<file path="src/rtl/data_demux_pp.sv">
// rtl/data_demux_pp.sv - serial frame receiver with ping-pong banks and zero-skipping channel demux
module data_demux_pp #(
    parameter int                WORD_W       = 10,
    parameter int                DATA_W       = 8,
    parameter int                FRAME_WORDS  = 90,
    parameter int                NUM_CH       = 3,
    parameter int                SYNC_W       = 10,
    parameter logic [SYNC_W-1:0] SYNC_PATTERN = '1
) (
    input  logic                     CLK_30MHZ,
    input  logic                     RST,
    input  logic                     DIN,
    input  logic [1:0]               MODE,
    output logic [NUM_CH*DATA_W-1:0] DOUT,
    output logic [NUM_CH-1:0]        DOUT_VALID,
    output logic                     SYNC_LOCK,
    output logic                     FRAME_DONE,
    output logic                     SYNC_ERR
);

    localparam int IDX_W      = (FRAME_WORDS > 1) ? $clog2(FRAME_WORDS) : 1;
    localparam int BIT_W      = (WORD_W > 1) ? $clog2(WORD_W) : 1;
    localparam int HUNT_LIMIT = 4 * FRAME_WORDS * WORD_W;
    localparam int HC_W       = $clog2(HUNT_LIMIT + 1);
    localparam int CH_W       = 2;

    typedef enum logic {HUNT = 1'b0, RECV = 1'b1} rx_state_t;
    typedef enum logic {IDLE = 1'b0, READ = 1'b1} rd_state_t;

    // receive side state
    rx_state_t         rx_state, rx_state_next;
    logic [SYNC_W-2:0] hunt_sr, hunt_sr_next;   // the SYNC_W-1 bits preceding the current DIN
    logic [WORD_W-2:0] word_sr, word_sr_next;   // partial word collected so far
    logic [BIT_W-1:0]  bit_cnt, bit_cnt_next;
    logic [IDX_W-1:0]  word_idx, word_idx_next;
    logic              wr_bank, wr_bank_next;
    logic [HC_W-1:0]   hunt_cnt, hunt_cnt_next;
    logic              sync_err, sync_err_next;
    logic              sync_lock;
    logic [SYNC_W-1:0] sync_window;
    logic [WORD_W-1:0] wr_word;
    logic              wr_en;
    logic              bank_filled;

    // readout side state
    rd_state_t                rd_state, rd_state_next;
    logic                     rd_bank, rd_bank_next;
    logic [IDX_W-1:0]         rd_idx, rd_idx_next;
    logic [1:0]               mode_lat, mode_lat_next;
    logic [CH_W-1:0]          ch_ptr, ch_ptr_next;
    logic [1:0]               full, full_next;
    logic [NUM_CH*DATA_W-1:0] dout, dout_next;
    logic [NUM_CH-1:0]        dout_valid, dout_valid_next;
    logic                     frame_done, frame_done_next;
    logic [DATA_W-1:0]        payload;
    logic [IDX_W-1:0]         start_idx, last_idx;
    logic [CH_W-1:0]          ptr_last;

    logic [WORD_W-1:0] bank_mem [2][FRAME_WORDS];

    assign sync_window = {hunt_sr, DIN};
    assign wr_word     = {word_sr, DIN};

    // receive FSM: hunt for the sync marker, then assemble MSB-first words into the active bank
    always_comb begin
        rx_state_next = rx_state;
        hunt_sr_next  = hunt_sr;
        word_sr_next  = word_sr;
        bit_cnt_next  = bit_cnt;
        word_idx_next = word_idx;
        wr_bank_next  = wr_bank;
        hunt_cnt_next = hunt_cnt;
        sync_err_next = sync_err;
        wr_en         = 1'b0;
        bank_filled   = 1'b0;
        case (rx_state)
            HUNT: begin
                hunt_sr_next = sync_window[SYNC_W-2:0];
                if (sync_window == SYNC_PATTERN) begin
                    rx_state_next = RECV;
                    hunt_sr_next  = '0;
                    word_sr_next  = '0;
                    bit_cnt_next  = '0;
                    word_idx_next = '0;
                    hunt_cnt_next = '0;
                end else begin
                    if (hunt_cnt != HC_W'(HUNT_LIMIT))
                        hunt_cnt_next = hunt_cnt + 1'b1;
                    if (hunt_cnt_next == HC_W'(HUNT_LIMIT))
                        sync_err_next = 1'b1;
                end
            end
            RECV: begin
                word_sr_next = wr_word[WORD_W-2:0];
                if (bit_cnt == BIT_W'(WORD_W - 1)) begin
                    bit_cnt_next = '0;
                    wr_en        = 1'b1;
                    if (word_idx == IDX_W'(FRAME_WORDS - 1)) begin
                        word_idx_next = '0;
                        bank_filled   = 1'b1;
                        wr_bank_next  = ~wr_bank;
                        rx_state_next = HUNT;
                    end else begin
                        word_idx_next = word_idx + 1'b1;
                    end
                end else begin
                    bit_cnt_next = bit_cnt + 1'b1;
                end
            end
            default: rx_state_next = HUNT;
        endcase
    end

    // receive side registers; SYNC_LOCK follows the state the FSM is entering
    always_ff @(posedge CLK_30MHZ or negedge RST) begin
        if (!RST) begin
            rx_state  <= HUNT;
            hunt_sr   <= '0;
            word_sr   <= '0;
            bit_cnt   <= '0;
            word_idx  <= '0;
            wr_bank   <= 1'b0;
            hunt_cnt  <= '0;
            sync_err  <= 1'b0;
            sync_lock <= 1'b0;
        end else begin
            rx_state  <= rx_state_next;
            hunt_sr   <= hunt_sr_next;
            word_sr   <= word_sr_next;
            bit_cnt   <= bit_cnt_next;
            word_idx  <= word_idx_next;
            wr_bank   <= wr_bank_next;
            hunt_cnt  <= hunt_cnt_next;
            sync_err  <= sync_err_next;
            sync_lock <= (rx_state_next == RECV);
        end
    end

    // frame storage; contents are meaningless until a bank is marked full, so no reset
    always_ff @(posedge CLK_30MHZ) begin
        if (wr_en)
            bank_mem[wr_bank][word_idx] <= wr_word;
    end

    assign payload   = bank_mem[rd_bank][rd_idx][WORD_W-1 -: DATA_W];
    assign start_idx = MODE[0] ? IDX_W'(FRAME_WORDS - 1) : '0;
    assign last_idx  = mode_lat[0] ? '0 : IDX_W'(FRAME_WORDS - 1);
    assign ptr_last  = mode_lat[1] ? CH_W'(NUM_CH - 1) : CH_W'(1);

    // readout FSM: walk a full bank one word per cycle, dealing nonzero payloads round-robin
    always_comb begin
        rd_state_next   = rd_state;
        rd_bank_next    = rd_bank;
        rd_idx_next     = rd_idx;
        mode_lat_next   = mode_lat;
        ch_ptr_next     = ch_ptr;
        full_next       = full;
        dout_next       = dout;
        dout_valid_next = '0;
        frame_done_next = 1'b0;
        if (bank_filled)
            full_next[wr_bank] = 1'b1;
        case (rd_state)
            IDLE: begin
                if (full[rd_bank]) begin
                    rd_state_next = READ;
                    mode_lat_next = MODE;
                    rd_idx_next   = start_idx;
                    ch_ptr_next   = '0;
                end
            end
            READ: begin
                if (payload != '0) begin
                    for (int c = 0; c < NUM_CH; c++) begin
                        if (CH_W'(c) == ch_ptr) begin
                            dout_next[c*DATA_W +: DATA_W] = payload;
                            dout_valid_next[c]            = 1'b1;
                        end
                    end
                    ch_ptr_next = (ch_ptr == ptr_last) ? '0 : ch_ptr + 1'b1;
                end
                if (rd_idx == last_idx) begin
                    frame_done_next    = 1'b1;
                    full_next[rd_bank] = 1'b0;
                    rd_bank_next       = ~rd_bank;
                    if (full[~rd_bank]) begin
                        mode_lat_next = MODE;
                        rd_idx_next   = start_idx;
                        ch_ptr_next   = '0;
                    end else begin
                        rd_state_next = IDLE;
                    end
                end else begin
                    rd_idx_next = mode_lat[0] ? rd_idx - 1'b1 : rd_idx + 1'b1;
                end
            end
            default: rd_state_next = IDLE;
        endcase
    end

    // readout side registers and output drivers
    always_ff @(posedge CLK_30MHZ or negedge RST) begin
        if (!RST) begin
            rd_state   <= IDLE;
            rd_bank    <= 1'b0;
            rd_idx     <= '0;
            mode_lat   <= '0;
            ch_ptr     <= '0;
            full       <= '0;
            dout       <= '0;
            dout_valid <= '0;
            frame_done <= 1'b0;
        end else begin
            rd_state   <= rd_state_next;
            rd_bank    <= rd_bank_next;
            rd_idx     <= rd_idx_next;
            mode_lat   <= mode_lat_next;
            ch_ptr     <= ch_ptr_next;
            full       <= full_next;
            dout       <= dout_next;
            dout_valid <= dout_valid_next;
            frame_done <= frame_done_next;
        end
    end

    assign DOUT       = dout;
    assign DOUT_VALID = dout_valid;
    assign SYNC_LOCK  = sync_lock;
    assign FRAME_DONE = frame_done;
    assign SYNC_ERR   = sync_err;

endmodule

</file>
<file path="config.mk">
export PLATFORM = sky130hd
export DESIGN_NAME = data_demux_pp
export DESIGN_NICKNAME = d
export VERILOG_FILES = /design/src/rtl/data_demux_pp.sv
export SDC_FILE = /design/constraint.sdc
export NUM_CORES = 1
export LEC_CHECK = 0
export CAP_MARGIN = 0
export CORE_UTILIZATION = 45
export DETAILED_ROUTE_END_ITERATION = 16
export HOLD_SLACK_MARGIN = 0.05
export PLACE_DENSITY_LB_ADDON = 0.25
export SETUP_SLACK_MARGIN = 0.4
export SYNTH_ARGS = -nofsm -noshare
export SYNTH_HDL_FRONTEND = slang
export SYNTH_SLANG_ARGS = --single-unit
</file>
<file path="constraint.sdc">
create_clock -name CLK_30MHZ -period 3.3 [get_ports CLK_30MHZ]
set_input_delay 0.66 -clock CLK_30MHZ [delete_from_list [all_inputs] [get_ports CLK_30MHZ]]
set_output_delay 0.66 -clock CLK_30MHZ [all_outputs]
set_load 0.05 [all_outputs]
</file>
==> qor.tcl <==
set qor(detailed_place_hpwl_um) 108000
set qor(post-route-period-util) 1.27
set qor(drtIter0Drc) 3860
set qor(floorplan.core_area_mm2) 0.133
set qor(final_antenna_net_count) 0
set qor(post_synth_mux_area_share) 0.141
set qor(clkSinkCount) 1527
set qor(grt_pass1_vias) 34000
set qor(cp_slowest_stage_delay_ns) 0.92
set qor(timing_worst_slew_pin_value_ns) 1.02
set qor(stdcell_area_mm2) 0.0730
set qor(worstPathRequired_ns) 3.97
set qor(outcome) {finished, violations left}
set qor(synth.lib_cells_used.distinct) 81
set qor(critical_path.top_delay_family) {compound AO/OA/AOI/OAI gates}
set qor(area_growth_syn_to_layout_pct) 20.7
set qor(total_drc_errors_in_the_routed_layout) 0
set qor(fin_util) 0.547
set qor(yosysSeqAreaShare) 0.751
set qor(detailed_place.area_mm2) 0.0668
set qor(timing.critical_path.slowest_stage_cell) {a2111oi_1}
set qor(setup.reg_to_reg.worst_slack_ns) -0.88
set qor(synth_xor_xnor_area_share) 0.00203
set qor(route.detailed.wl_per_inst_um) 29.1
set qor(setup_viol) 29
set qor(worst_ir_drop_vdd_mv) 0.734
set qor(grt_remaining_overflow) 0
set qor(rsz0062_at_grt) {yes}
set qor(dr.pass1.iters) 6
set qor(syn_area_per_cell_um2) 19.5
set qor(cap_viol_max_count) 0
set qor(ioPinCount) 35
set qor(violations) {negative setup slack}
set qor(cp.arrival_ns) 4.84
set qor(hold_path.class) {reg2reg}
set qor(fin_crit_ns) 4.18
set qor(critPathMaxFanout) 10
set qor(antenna-diode-count) 0
set qor(startpoint_type) {flip-flop}
set qor(grt_start_max_net_pins) 110
set qor(timing.fmax_mhz) 239
set qor(worst_setup_path_end_kind) {flip-flop}
set qor(gpl.final_weighted_congestion) 0.906
set qor(largest_family_of_logic_cells_by_synthesized_area) {multiplexers}
set qor(mappedNetlistNets) 3127
set qor(worst-path-buf-inv) 3
set qor(n_fill_cell) 10200
set qor(synth_simple_gate_area_share) 0.0350
set qor(synth_area_in_compound_gates) 0.0472
set qor(synth.cell_area_mm2) 0.0604
set qor(slew_violations) 0
set qor(routed-via-count) 33400
set qor(globalRouteTotalUtil) 0.242
set qor(fin_tns_setup_ns) -23.74
set qor(die_area_mm2) 0.136
set qor(finalWorstSetupSlack_ns) -0.875
set qor(timing.slew.headroom) 0.319
set qor(ctsRootBufferMaster) {clkbuf_16}
set qor(layout.cells.most_common_list) {edfxtp_1, buf_4, mux4_2}
set qor(cts_tree) {done}
set qor(drive_above_1_share) 0.323
set qor(final_net_count) 3741
set qor(count_of_final_hold_check_violations) 0
set qor(die_height_um) 368
set qor(dp_worst_setup_slack_ns) -1.32
set qor(postSynth.asyncResetShare) 0.0570
set qor(synth_enable_flop_cells) 1440
set qor(route.final.wire_length_um) 163000
set qor(ys_dominant_reg_cell) {edfxtp_1}
set qor(mapped_cells) 3107
set qor(fin_worst_skew_ns) 0.0403
set qor(worst_skew_pair.late_latency_ns) 0.82
set qor(power.density_mw_per_mm2) 583
set qor(timing_worst_setup_path_type) {reg2reg}
set qor(cp_cell_sequence) {buf_16 -> buf_4 -> mux4_2 -> a2111oi_1 -> a311oi_1 -> a311oi_4 -> nand4_4 -> o21ai_4 -> buf_12 -> mux2_4}
set qor(antenna_violations_before_repair) 2
set qor(initial_core_util) 0.453
set qor(synth_warnings) 0
set qor(clkSlewWorstSetupHoldPaths_ns) 0.06
set qor(die_width_um) 368
set qor(cts_max_path_buffers) 3
set qor(layout.cells.most_common) {edfxtp_1}
set qor(cts_made_buffers) 158
set qor(htree_num_levels) 4
set qor(avgViaCountPerCell) 5.95
set qor(buffer_ports.inserted) 34
set qor(fp-row-count) 134
set qor(grt_pass1_wl_um) 237000
set qor(synth_seq_cells) 1527
set qor(yosys.area_share.adder) 0.00323
set qor(leakage_nw) 23.7
-- final cells by class --
| class | count | area, um2 | share of cell area |
|---|---|---|---|
| Sequential cell | 1527 | 45500 | 0.623 |
| Multi-Input combinational cell | 1379 | 14300 | 0.196 |
| Timing Repair Buffer | 628 | 5760 | 0.0789 |
| Clock buffer | 192 | 4090 | 0.0561 |
| Tap cell | 1768 | 2210 | 0.0303 |
| Clock inverter | 96 | 1040 | 0.0142 |
| Inverter | 27 | 105 | 0.00144 |
-- registers in the layout (all words and copies together) (netlist names), 3 cells and up --
| name | cells |
|---|---|
| bank_mem | 1440 |
| word_idx | 7 |
| bit_cnt | 4 |
| DOUT | 24 |
| word_sr | 9 |
| hunt_cnt | 12 |
| hunt_sr | 9 |
| rd_idx | 7 |
| DOUT_VALID | 3 |
-- cells by family after synthesis --
family | Yosys count
DFF | 1527
adders and majority gates | 15
muxes | 487
xor gates and xnor gates | 14
and+or+nand+nor | 471
buffers and inverters | 202
AOI/OAI and AO/OA | 391
-- power by group --
| group | internal [W] | switching [W] | leakage [nW] |
|---|---|---|---|
| Clock | 0.0101 | 0.00748 | 2.49 |
| Combinational | 0.00128 | 0.00199 | 7.23 |
| Sequential | 0.0213 | 0.000366 | 14.0 |
| Total | 0.0327 | 0.00984 | 23.7 |
-- path summary, 6_finish.rpt --
path                                        from                   end  cells past startpoint
min reg2reg                 SYNC_ERR$_DFFE_PN0P_  SYNC_ERR$_DFFE_PN0P_                      1
min in group asynchronous                    RST  SYNC_ERR$_DFFE_PN0P_                      2
max in group asynchronous                    RST     full[1]$_DFF_PN0_                      3
max                        rd_idx[0]$_DFFE_PN0P_  DOUT[12]$_DFFE_PN0P_                     10
min                         SYNC_ERR$_DFFE_PN0P_  SYNC_ERR$_DFFE_PN0P_                      1
max reg2reg                rd_idx[0]$_DFFE_PN0P_  DOUT[12]$_DFFE_PN0P_                     10
-- routing by layer --
metal	vias to the layer above	GRT usage	part of all wire
li1	14000	-	-
met1	17600	0.326	0.40
met2	1499	0.390	0.48
met3	285	0.0464	0.082
met4	4	0.0938	0.038
met5	-	0	0.00020
-- cells in the mapped netlist (all sizes together) (6+ instances only) --
cell	count	area, um2
a211oi	34	260
a21oi	59	295
a221oi	6	52.6
a22o	44	385
a22oi	40	305
a311oi	6	70.1
a31oi	13	81.3
and2	9	56.3
and3	16	100
buf	98	817
clkbuf	77	290
dfrtp	87	2180
edfxtp	1440	43200
ha	14	175
inv	27	101
mux2	40	522
mux2i	167	1670
mux4	280	6330
nand2	111	417
nand2b	11	68.8
nand3	36	180
nor2	218	818
nor2b	12	75.1
nor3	16	80.1
nor3b	7	57.6
nor4	8	50.1
o21ai	64	354
o221ai	51	447
o22ai	17	106
o31ai	10	75.1
xnor2	8	70.1
xor2	6	52.6
-- stage by stage --
step / hold WS, ns / power (W) / cells
3_5_place_dp: 0.457 / 0.0251 / 5282
2_1_floorplan: 0.364 / 0.0236 / 3107
5_1_grt: 0.509 / 0.0436 / 5617
3_3_place_gp: 0.460 / 0.0250 / 5282
4_1_cts: 0.476 / 0.0426 / 5605
6_report: 0.476 / 0.0425 / 5617
-- repair_timing --
item | 4_1_cts | 5_1_grt
gates resized for setup | 76 | 52
hold buffers | 1 | 0
endpoints found under the hold margin | 64 | 0
pin swaps | 10 | 24
endpoints found under the setup margin | 708 | 59
cloned | 1 | 1
setup buffers | 33 | 11
No activity file was read; power rests on OpenSTA's default activity.
